$ cat config.mk
export PLATFORM = sky130hd
export DESIGN_NAME = ads8688_scan_sched
export DESIGN_NICKNAME = d
export VERILOG_FILES = /design/src/rtl/ads8688_scan_sched.sv
export SDC_FILE = /design/constraint.sdc
export NUM_CORES = 1
export LEC_CHECK = 0
export CAP_MARGIN = 20
export CORE_UTILIZATION = 35
export DETAILED_ROUTE_END_ITERATION = 7
export SLEW_MARGIN = 10
export SYNTH_ARGS = -nofsm -noshare
export SYNTH_HDL_FRONTEND = slang
export SYNTH_SLANG_ARGS = --single-unit
$ cat constraint.sdc
create_clock -name clk_i -period 2.7 [get_ports clk_i]
set_input_delay 0.27 -clock clk_i [delete_from_list [all_inputs] [get_ports clk_i]]
set_output_delay 0.27 -clock clk_i [all_outputs]
set_load 0.005 [all_outputs]
$ cat src/rtl/ads8688_scan_sched.sv
// ads8688_scan_sched
//   Scan scheduler in front of the ADS8688 manual-channel SPI engine.
//   It walks the enabled channels of a pass, one MAN_Ch_n command per frame,
//   and appends a NOOP flush frame at the end. The converter returns each
//   result one frame late, so every result is re-tagged with the channel
//   that was issued on the previous frame. The first result of a pass is
//   pipeline priming and is discarded.
//
// Ports
//   clk_i          system clock, rising edge
//   rst_i          synchronous reset, active-high
//   scan_start_i   1-clk pulse, run one pass (ignored while a pass is running)
//   scan_en_i      level, continuous mode: re-run a pass after each pass_done
//   ch_mask_i      enabled channels, latched at pass start
//   gap_cycles_i   idle clocks between a done edge and the next frame, latched at pass start
//   manchn_start_o 1-clk start pulse to the engine
//   chsel_o        command word, held from manchn_start until the done edge
//   manchn_done_i  engine frame complete (rising edge is the event)
//   ch_data_i      engine result, sampled on the done rising edge
//   res_valid_o    1-clk strobe qualifying res_ch_o/res_data_o
//   res_ch_o       channel the result belongs to
//   res_data_o     conversion result
//   pass_done_o    1-clk strobe at the end of a pass
//   busy_o         high from pass accept until pass_done or timeout abort
//   err_timeout_o  sticky frame timeout, cleared by rst or an accepted pass start
module ads8688_scan_sched #(
  parameter int unsigned NUM_CH      = 8,
  parameter logic [15:0] CMD_BASE    = 16'hC000,
  parameter logic [15:0] NOOP_CMD    = 16'h0000,
  parameter int unsigned TIMEOUT_CYC = 4096
) (
  input  logic              clk_i,
  input  logic              rst_i,
  input  logic              scan_start_i,
  input  logic              scan_en_i,
  input  logic [NUM_CH-1:0] ch_mask_i,
  input  logic [15:0]       gap_cycles_i,
  output logic              manchn_start_o,
  output logic [15:0]       chsel_o,
  input  logic              manchn_done_i,
  input  logic [15:0]       ch_data_i,
  output logic              res_valid_o,
  output logic [2:0]        res_ch_o,
  output logic [15:0]       res_data_o,
  output logic              pass_done_o,
  output logic              busy_o,
  output logic              err_timeout_o
);

  localparam int unsigned TW = $clog2(TIMEOUT_CYC + 1);
  localparam logic [TW-1:0] TO_LAST = TW'(TIMEOUT_CYC - 1);
  localparam logic [TW-1:0] TO_ONE  = TW'(1);

  localparam logic [2:0] S_IDLE  = 3'd0;
  localparam logic [2:0] S_PICK  = 3'd1;
  localparam logic [2:0] S_ISSUE = 3'd2;
  localparam logic [2:0] S_WAIT  = 3'd3;
  localparam logic [2:0] S_GAP   = 3'd4;

  logic [2:0]        state_q,     state_d;
  logic [NUM_CH-1:0] mask_q,      mask_d;
  logic [15:0]       gap_q,       gap_d;
  logic [15:0]       gap_cnt_q,   gap_cnt_d;
  logic [TW-1:0]     to_cnt_q,    to_cnt_d;
  logic [2:0]        cur_ch_q,    cur_ch_d;
  logic              issued_q,    issued_d;     // a channel was issued in this pass
  logic [2:0]        prev_ch_q,   prev_ch_d;
  logic              prev_valid_q, prev_valid_d;
  logic              flush_q,     flush_d;      // current frame is the NOOP flush
  logic              rearm_q,     rearm_d;      // continuous mode may start a pass
  logic              next_pass_q, next_pass_d;  // GAP precedes a new pass, not a frame
  logic              done_d1_q;
  logic              start_q,     start_d;
  logic [15:0]       chsel_q,     chsel_d;
  logic              res_valid_q, res_valid_d;
  logic [2:0]        res_ch_q,    res_ch_d;
  logic [15:0]       res_data_q,  res_data_d;
  logic              pass_done_q, pass_done_d;
  logic              busy_q,      busy_d;
  logic              err_q,       err_d;

  logic              done_rise_s;
  logic              pick_found_s;
  logic [2:0]        pick_ch_s;
  logic              start_pass_s;

  assign done_rise_s = manchn_done_i & ~done_d1_q;

  // Lowest enabled channel strictly above the last one issued in this pass.
  always_comb begin
    pick_found_s = 1'b0;
    pick_ch_s    = 3'd0;
    for (int n = NUM_CH - 1; n >= 0; n--) begin
      if (mask_q[n] && (!issued_q || (3'(n) > cur_ch_q))) begin
        pick_found_s = 1'b1;
        pick_ch_s    = 3'(n);
      end else begin
        pick_found_s = pick_found_s;
      end
    end
  end

  // Scheduler next-state logic.
  always_comb begin
    state_d      = state_q;
    mask_d       = mask_q;
    gap_d        = gap_q;
    gap_cnt_d    = gap_cnt_q;
    to_cnt_d     = to_cnt_q;
    cur_ch_d     = cur_ch_q;
    issued_d     = issued_q;
    prev_ch_d    = prev_ch_q;
    prev_valid_d = prev_valid_q;
    flush_d      = flush_q;
    rearm_d      = rearm_q;
    next_pass_d  = next_pass_q;
    chsel_d      = chsel_q;
    res_ch_d     = res_ch_q;
    res_data_d   = res_data_q;
    busy_d       = busy_q;
    err_d        = err_q;
    start_d      = 1'b0;
    res_valid_d  = 1'b0;
    pass_done_d  = 1'b0;
    start_pass_s = 1'b0;

    case (state_q)
      S_IDLE: begin
        if (scan_start_i || (scan_en_i && rearm_q)) begin
          start_pass_s = 1'b1;
        end else begin
          state_d = S_IDLE;
        end
      end

      S_PICK: begin
        if (pick_found_s) begin
          chsel_d  = CMD_BASE + {3'b000, pick_ch_s, 10'b00_0000_0000};
          cur_ch_d = pick_ch_s;
          issued_d = 1'b1;
          flush_d  = 1'b0;
          start_d  = 1'b1;
          state_d  = S_ISSUE;
        end else if (prev_valid_q) begin
          chsel_d = NOOP_CMD;
          flush_d = 1'b1;
          start_d = 1'b1;
          state_d = S_ISSUE;
        end else begin
          // Empty mask: the pass ends without a single frame.
          pass_done_d = 1'b1;
          busy_d      = 1'b0;
          rearm_d     = 1'b1;
          gap_cnt_d   = 16'd0;
          if (scan_en_i) begin
            next_pass_d = 1'b1;
            state_d     = S_GAP;
          end else begin
            state_d = S_IDLE;
          end
        end
      end

      S_ISSUE: begin
        to_cnt_d = '0;
        state_d  = S_WAIT;
      end

      S_WAIT: begin
        if (done_rise_s) begin
          // Data arriving now belongs to the frame issued before this one.
          if (prev_valid_q) begin
            res_valid_d = 1'b1;
            res_ch_d    = prev_ch_q;
            res_data_d  = ch_data_i;
          end else begin
            res_valid_d = 1'b0;
          end
          prev_ch_d    = cur_ch_q;
          prev_valid_d = ~flush_q;
          gap_cnt_d    = 16'd0;
          if (flush_q) begin
            pass_done_d = 1'b1;
            busy_d      = 1'b0;
            rearm_d     = 1'b1;
            if (scan_en_i) begin
              next_pass_d = 1'b1;
              state_d     = S_GAP;
            end else begin
              state_d = S_IDLE;
            end
          end else begin
            state_d = S_GAP;
          end
        end else if (to_cnt_q == TO_LAST) begin
          err_d   = 1'b1;
          busy_d  = 1'b0;
          rearm_d = 1'b0;
          state_d = S_IDLE;
        end else begin
          to_cnt_d = to_cnt_q + TO_ONE;
        end
      end

      S_GAP: begin
        // GAP always lasts gap+1 clocks so done-to-start spacing is gap+3.
        if (gap_cnt_q == gap_q) begin
          gap_cnt_d = 16'd0;
          if (next_pass_q) begin
            next_pass_d = 1'b0;
            if (scan_en_i) begin
              start_pass_s = 1'b1;
            end else begin
              state_d = S_IDLE;
            end
          end else begin
            state_d = S_PICK;
          end
        end else begin
          gap_cnt_d = gap_cnt_q + 16'd1;
        end
      end

      default: begin
        state_d = S_IDLE;
      end
    endcase

    if (start_pass_s) begin
      mask_d       = ch_mask_i;
      gap_d        = gap_cycles_i;
      err_d        = 1'b0;
      busy_d       = 1'b1;
      prev_valid_d = 1'b0;
      issued_d     = 1'b0;
      next_pass_d  = 1'b0;
      state_d      = S_PICK;
    end else begin
      mask_d = mask_d;
    end
  end

  // State and output registers with synchronous reset.
  always_ff @(posedge clk_i) begin
    if (rst_i) begin
      state_q      <= S_IDLE;
      mask_q       <= '0;
      gap_q        <= 16'd0;
      gap_cnt_q    <= 16'd0;
      to_cnt_q     <= '0;
      cur_ch_q     <= 3'd0;
      issued_q     <= 1'b0;
      prev_ch_q    <= 3'd0;
      prev_valid_q <= 1'b0;
      flush_q      <= 1'b0;
      rearm_q      <= 1'b0;
      next_pass_q  <= 1'b0;
      done_d1_q    <= 1'b0;
      start_q      <= 1'b0;
      chsel_q      <= 16'h0000;
      res_valid_q  <= 1'b0;
      res_ch_q     <= 3'd0;
      res_data_q   <= 16'h0000;
      pass_done_q  <= 1'b0;
      busy_q       <= 1'b0;
      err_q        <= 1'b0;
    end else begin
      state_q      <= state_d;
      mask_q       <= mask_d;
      gap_q        <= gap_d;
      gap_cnt_q    <= gap_cnt_d;
      to_cnt_q     <= to_cnt_d;
      cur_ch_q     <= cur_ch_d;
      issued_q     <= issued_d;
      prev_ch_q    <= prev_ch_d;
      prev_valid_q <= prev_valid_d;
      flush_q      <= flush_d;
      rearm_q      <= rearm_d;
      next_pass_q  <= next_pass_d;
      done_d1_q    <= manchn_done_i;
      start_q      <= start_d;
      chsel_q      <= chsel_d;
      res_valid_q  <= res_valid_d;
      res_ch_q     <= res_ch_d;
      res_data_q   <= res_data_d;
      pass_done_q  <= pass_done_d;
      busy_q       <= busy_d;
      err_q        <= err_d;
    end
  end

  assign manchn_start_o = start_q;
  assign chsel_o        = chsel_q;
  assign res_valid_o    = res_valid_q;
  assign res_ch_o       = res_ch_q;
  assign res_data_o     = res_data_q;
  assign pass_done_o    = pass_done_q;
  assign busy_o         = busy_q;
  assign err_timeout_o  = err_q;

endmodule

==> results_dict.tcl <==
set metrics [dict create \
    clkSinkCount 96 \
    fin_setup_tns_ns 0 \
    synthArstFlopShare_pct 0 \
    detailed_place_hpwl_um 6660 \
    std_cell_rows 40 \
    status "finished, final reports clean" \
    leakagePower_nw 1.92 \
    cts.repair.resized 0 \
    critical_path.startpoint_type "flop" \
    portBuffers 73 \
    critical_path.endpoint_type "flop" \
    postCtsSetupRepairBufs 0 \
    vias_in_the_first_global_route 3304 \
    worst_ir_drop_vdd_mv 0.371 \
    drt_first_iter_violations 193 \
    finalMaxSlewViolations 0 \
    power.density_nw_per_um2 621 \
    share_of_the_yosys_chip_area_belonging_to_registers_pct 44.8 \
    average_detailed_routed_wire_length_per_instance_um 13.2 \
    start_util_pct 35.9 \
    finalSetupViolCount 0 \
    clock_tree.htree_level_count 3 \
    max_slew_margin_pct 44.1 \
    area_growth_pct 26.7 \
    antennaDiodeCount 0 \
    worst_hold_check_path_type "flop to flop" \
    synth_cell_type_count 60 \
    postCtsHoldBufs 0 \
    crit_arrival_ns 2.59 \
    finalNetCount 612 \
    crit_path_max_fanout 20 \
    drt-total-wl_um 9440 \
    cts_buffers 9 \
    worstMarginPinSlew_ns 0.839 \
    antenna_left 0 \
    clock-root-buffer "clkbuf_16" \
    drc 0 \
    synth.avg_cell_area_um2 8.58 \
    timing.final.hold_violations 0 \
    ios 85 \
    worst-setup-path-type "flop to flop" \
    cp_data_required_time_ns 2.90 \
    power.total_mw 3.37 \
    max_freq_mhz 418 \
    nFillCells 1204 \
    largest_net_degree_at_the_start_of_global_routing 46 \
    final_min_period_over_clock_period_pct 88.5 \
    tritoncts "done" \
    synthesis_warning_total 0 \
    grt_setup_unrepaired "false" \
    clock_path_buffers 2 \
    number_of_antenna_violations_at_the_first_check_in_global_routing 0 \
    viasPerCell 5.03 \
    finalWeightedCongestion 0.801 \
    finalWorstPathRequiredPeriod_ns 2.39 \
    finalCoreUtilization_pct 45.4 \
    yosys_most_used_dff "dfxtp_1" \
    worstSkewPairLatency_ns 0.34 \
    netlist_area_um2 4290 \
    synth_edf_count 0 \
    chip_width_um 113 \
    clk_transition_reported_paths_ns 0.06 \
    groute.usage.overall_pct 15.5 \
    drive_gt1_share_pct 6.67 \
    ys_ff_latch 96 \
    finClkSkew_ns 0.00483 \
    wire_length_of_the_first_global_routing_pass_um 15800 \
    syn-instance-count 500 \
    vias 3608 \
    floorplan.die.height_um 113 \
    grt.overflow.total 0 \
    fp.dieArea_um2 12700 \
    first_pass_iters 4 \
    fp.coreArea_um2 12000 \
    maxCapViolCount 0 \
]
[cells in the mapped netlist (all sizes together), types with 3 or more instances]
cell type / count / share of area (%)
nand2b: 4 / 0.76
nand4: 13 / 1.9
nor3: 8 / 0.93
inv: 7 / 0.61
o31ai: 7 / 1.2
nor2b: 4 / 0.58
nand3: 13 / 1.6
buf: 23 / 3.5
nand2: 69 / 6.2
a21oi: 53 / 6.2
dfxtp: 96 / 45
nor2: 55 / 4.8
or3: 9 / 1.4
xor2: 7 / 1.4
or4: 6 / 1.1
o21ai: 19 / 2.2
nor4: 5 / 0.73
a2bb2oi: 3 / 0.76
xnor2: 20 / 4.1
clkbuf: 15 / 1.3
mux2i: 25 / 5.8
[layout make-up]
class	instances	area, µm²	share of cell area, %
multi-input combinational	369	2190	40.3
sequential	96	1920	35.4
timing repair buffer	82	806	14.8
clock buffer	11	253	4.65
tap	147	184	3.38
clock inverter	5	55.1	1.01
inverter	7	26.3	0.483
[cell usage in the layout, fill, tap and decap left out, drive strengths merged, types with 2 or more instances in the layout]
cell type / n
a211oi: 2
nand2b: 4
inv: 7
nor2b: 4
nor3: 8
nand4: 13
xnor2: 20
a2bb2oi: 3
conb: 11
clkinvlp: 2
xor2: 7
o41a: 2
clkdlybuf4s50: 72
clkbuf: 11
mux2i: 25
a21o: 2
and4: 2
buf: 10
nor4: 5
nand3: 13
or4: 6
and3: 2
ha: 2
dfxtp: 96
clkinv: 2
nand2: 69
o31ai: 7
o22ai: 2
nor2: 55
o21ai: 19
a21oi: 53
or3: 9
and2: 2
o21bai: 2
nor3b: 2
[logic make-up after synthesis]
| logic type | share of synthesized area, % |
|---|---|
| AO/OA/AOI/OAI | 15.0 |
| AND/OR/NAND/NOR | 22.7 |
| buffers and inverters | 5.46 |
| multiplexers | 5.83 |
| other | 0.0874 |
| flip-flops | 44.8 |
| XOR/XNOR | 5.51 |
| adder cells (fa/ha/maj) | 0.583 |
[power by group]
group | internal [mW] | switching, mW
Clock | 0.765 | 0.527
Combinational | 0.269 | 0.257
Sequential | 1.49 | 0.0701
[worst max-delay path, stage by stage, from the launching register on]
cell and delay [ns]:
dfxtp_1 0.51, nand2_2 0.13, o22ai_1 0.19, nand2_2 0.14, o31a_1 0.53, o21bai_2 0.65
nor2_1 0.11
[worst paths after layout]
path | cells past startpoint | slack [ns] | end | startpoint
worst max-delay path | 6 | 0.31 | gap_cnt_q[1] | issued_q
worst min-delay path | 2 | 0.45 | to_cnt_q[12] | to_cnt_q[12]
worst max register to register | 6 | 0.31 | gap_cnt_q[1] | issued_q
worst min register to register | 2 | 0.45 | to_cnt_q[12] | to_cnt_q[12]
[sequential cells by signal, summed over array words and instances (netlist names), 3 cells and up]
| signal | count |
|---|---|
| res_ch_o | 3 |
| cur_ch_q | 3 |
| to_cnt_q | 13 |
| state_q | 3 |
| chsel_o | 4 |
| res_data_o | 16 |
| prev_ch_q | 3 |
| mask_q | 8 |
| gap_cnt_q | 16 |
| gap_q | 16 |
[routing by layer]
metal  vias to the layer above  track usage [%]  routed length [µm]
met5                         -                0                   0
met3                        10             4.18                 437
met4                         0             5.87                 150
li1                       1852                -                   -
met1                      1669             20.7                4740
met2                        77             24.0                4100
[per-stage QoR]
step	setup WS, ns	cells	instance area, µm²	hold slack [ns]
global route	0.157	717	5440	0.471
CTS	0.307	717	5440	0.449
global placement	0.299	701	5130	0.430
finish	0.310	717	5440	0.450
floorplan	0.736	510	4330	0.398
detailed placement	0.264	701	5130	0.438
(Power assumes the default switching activity.)
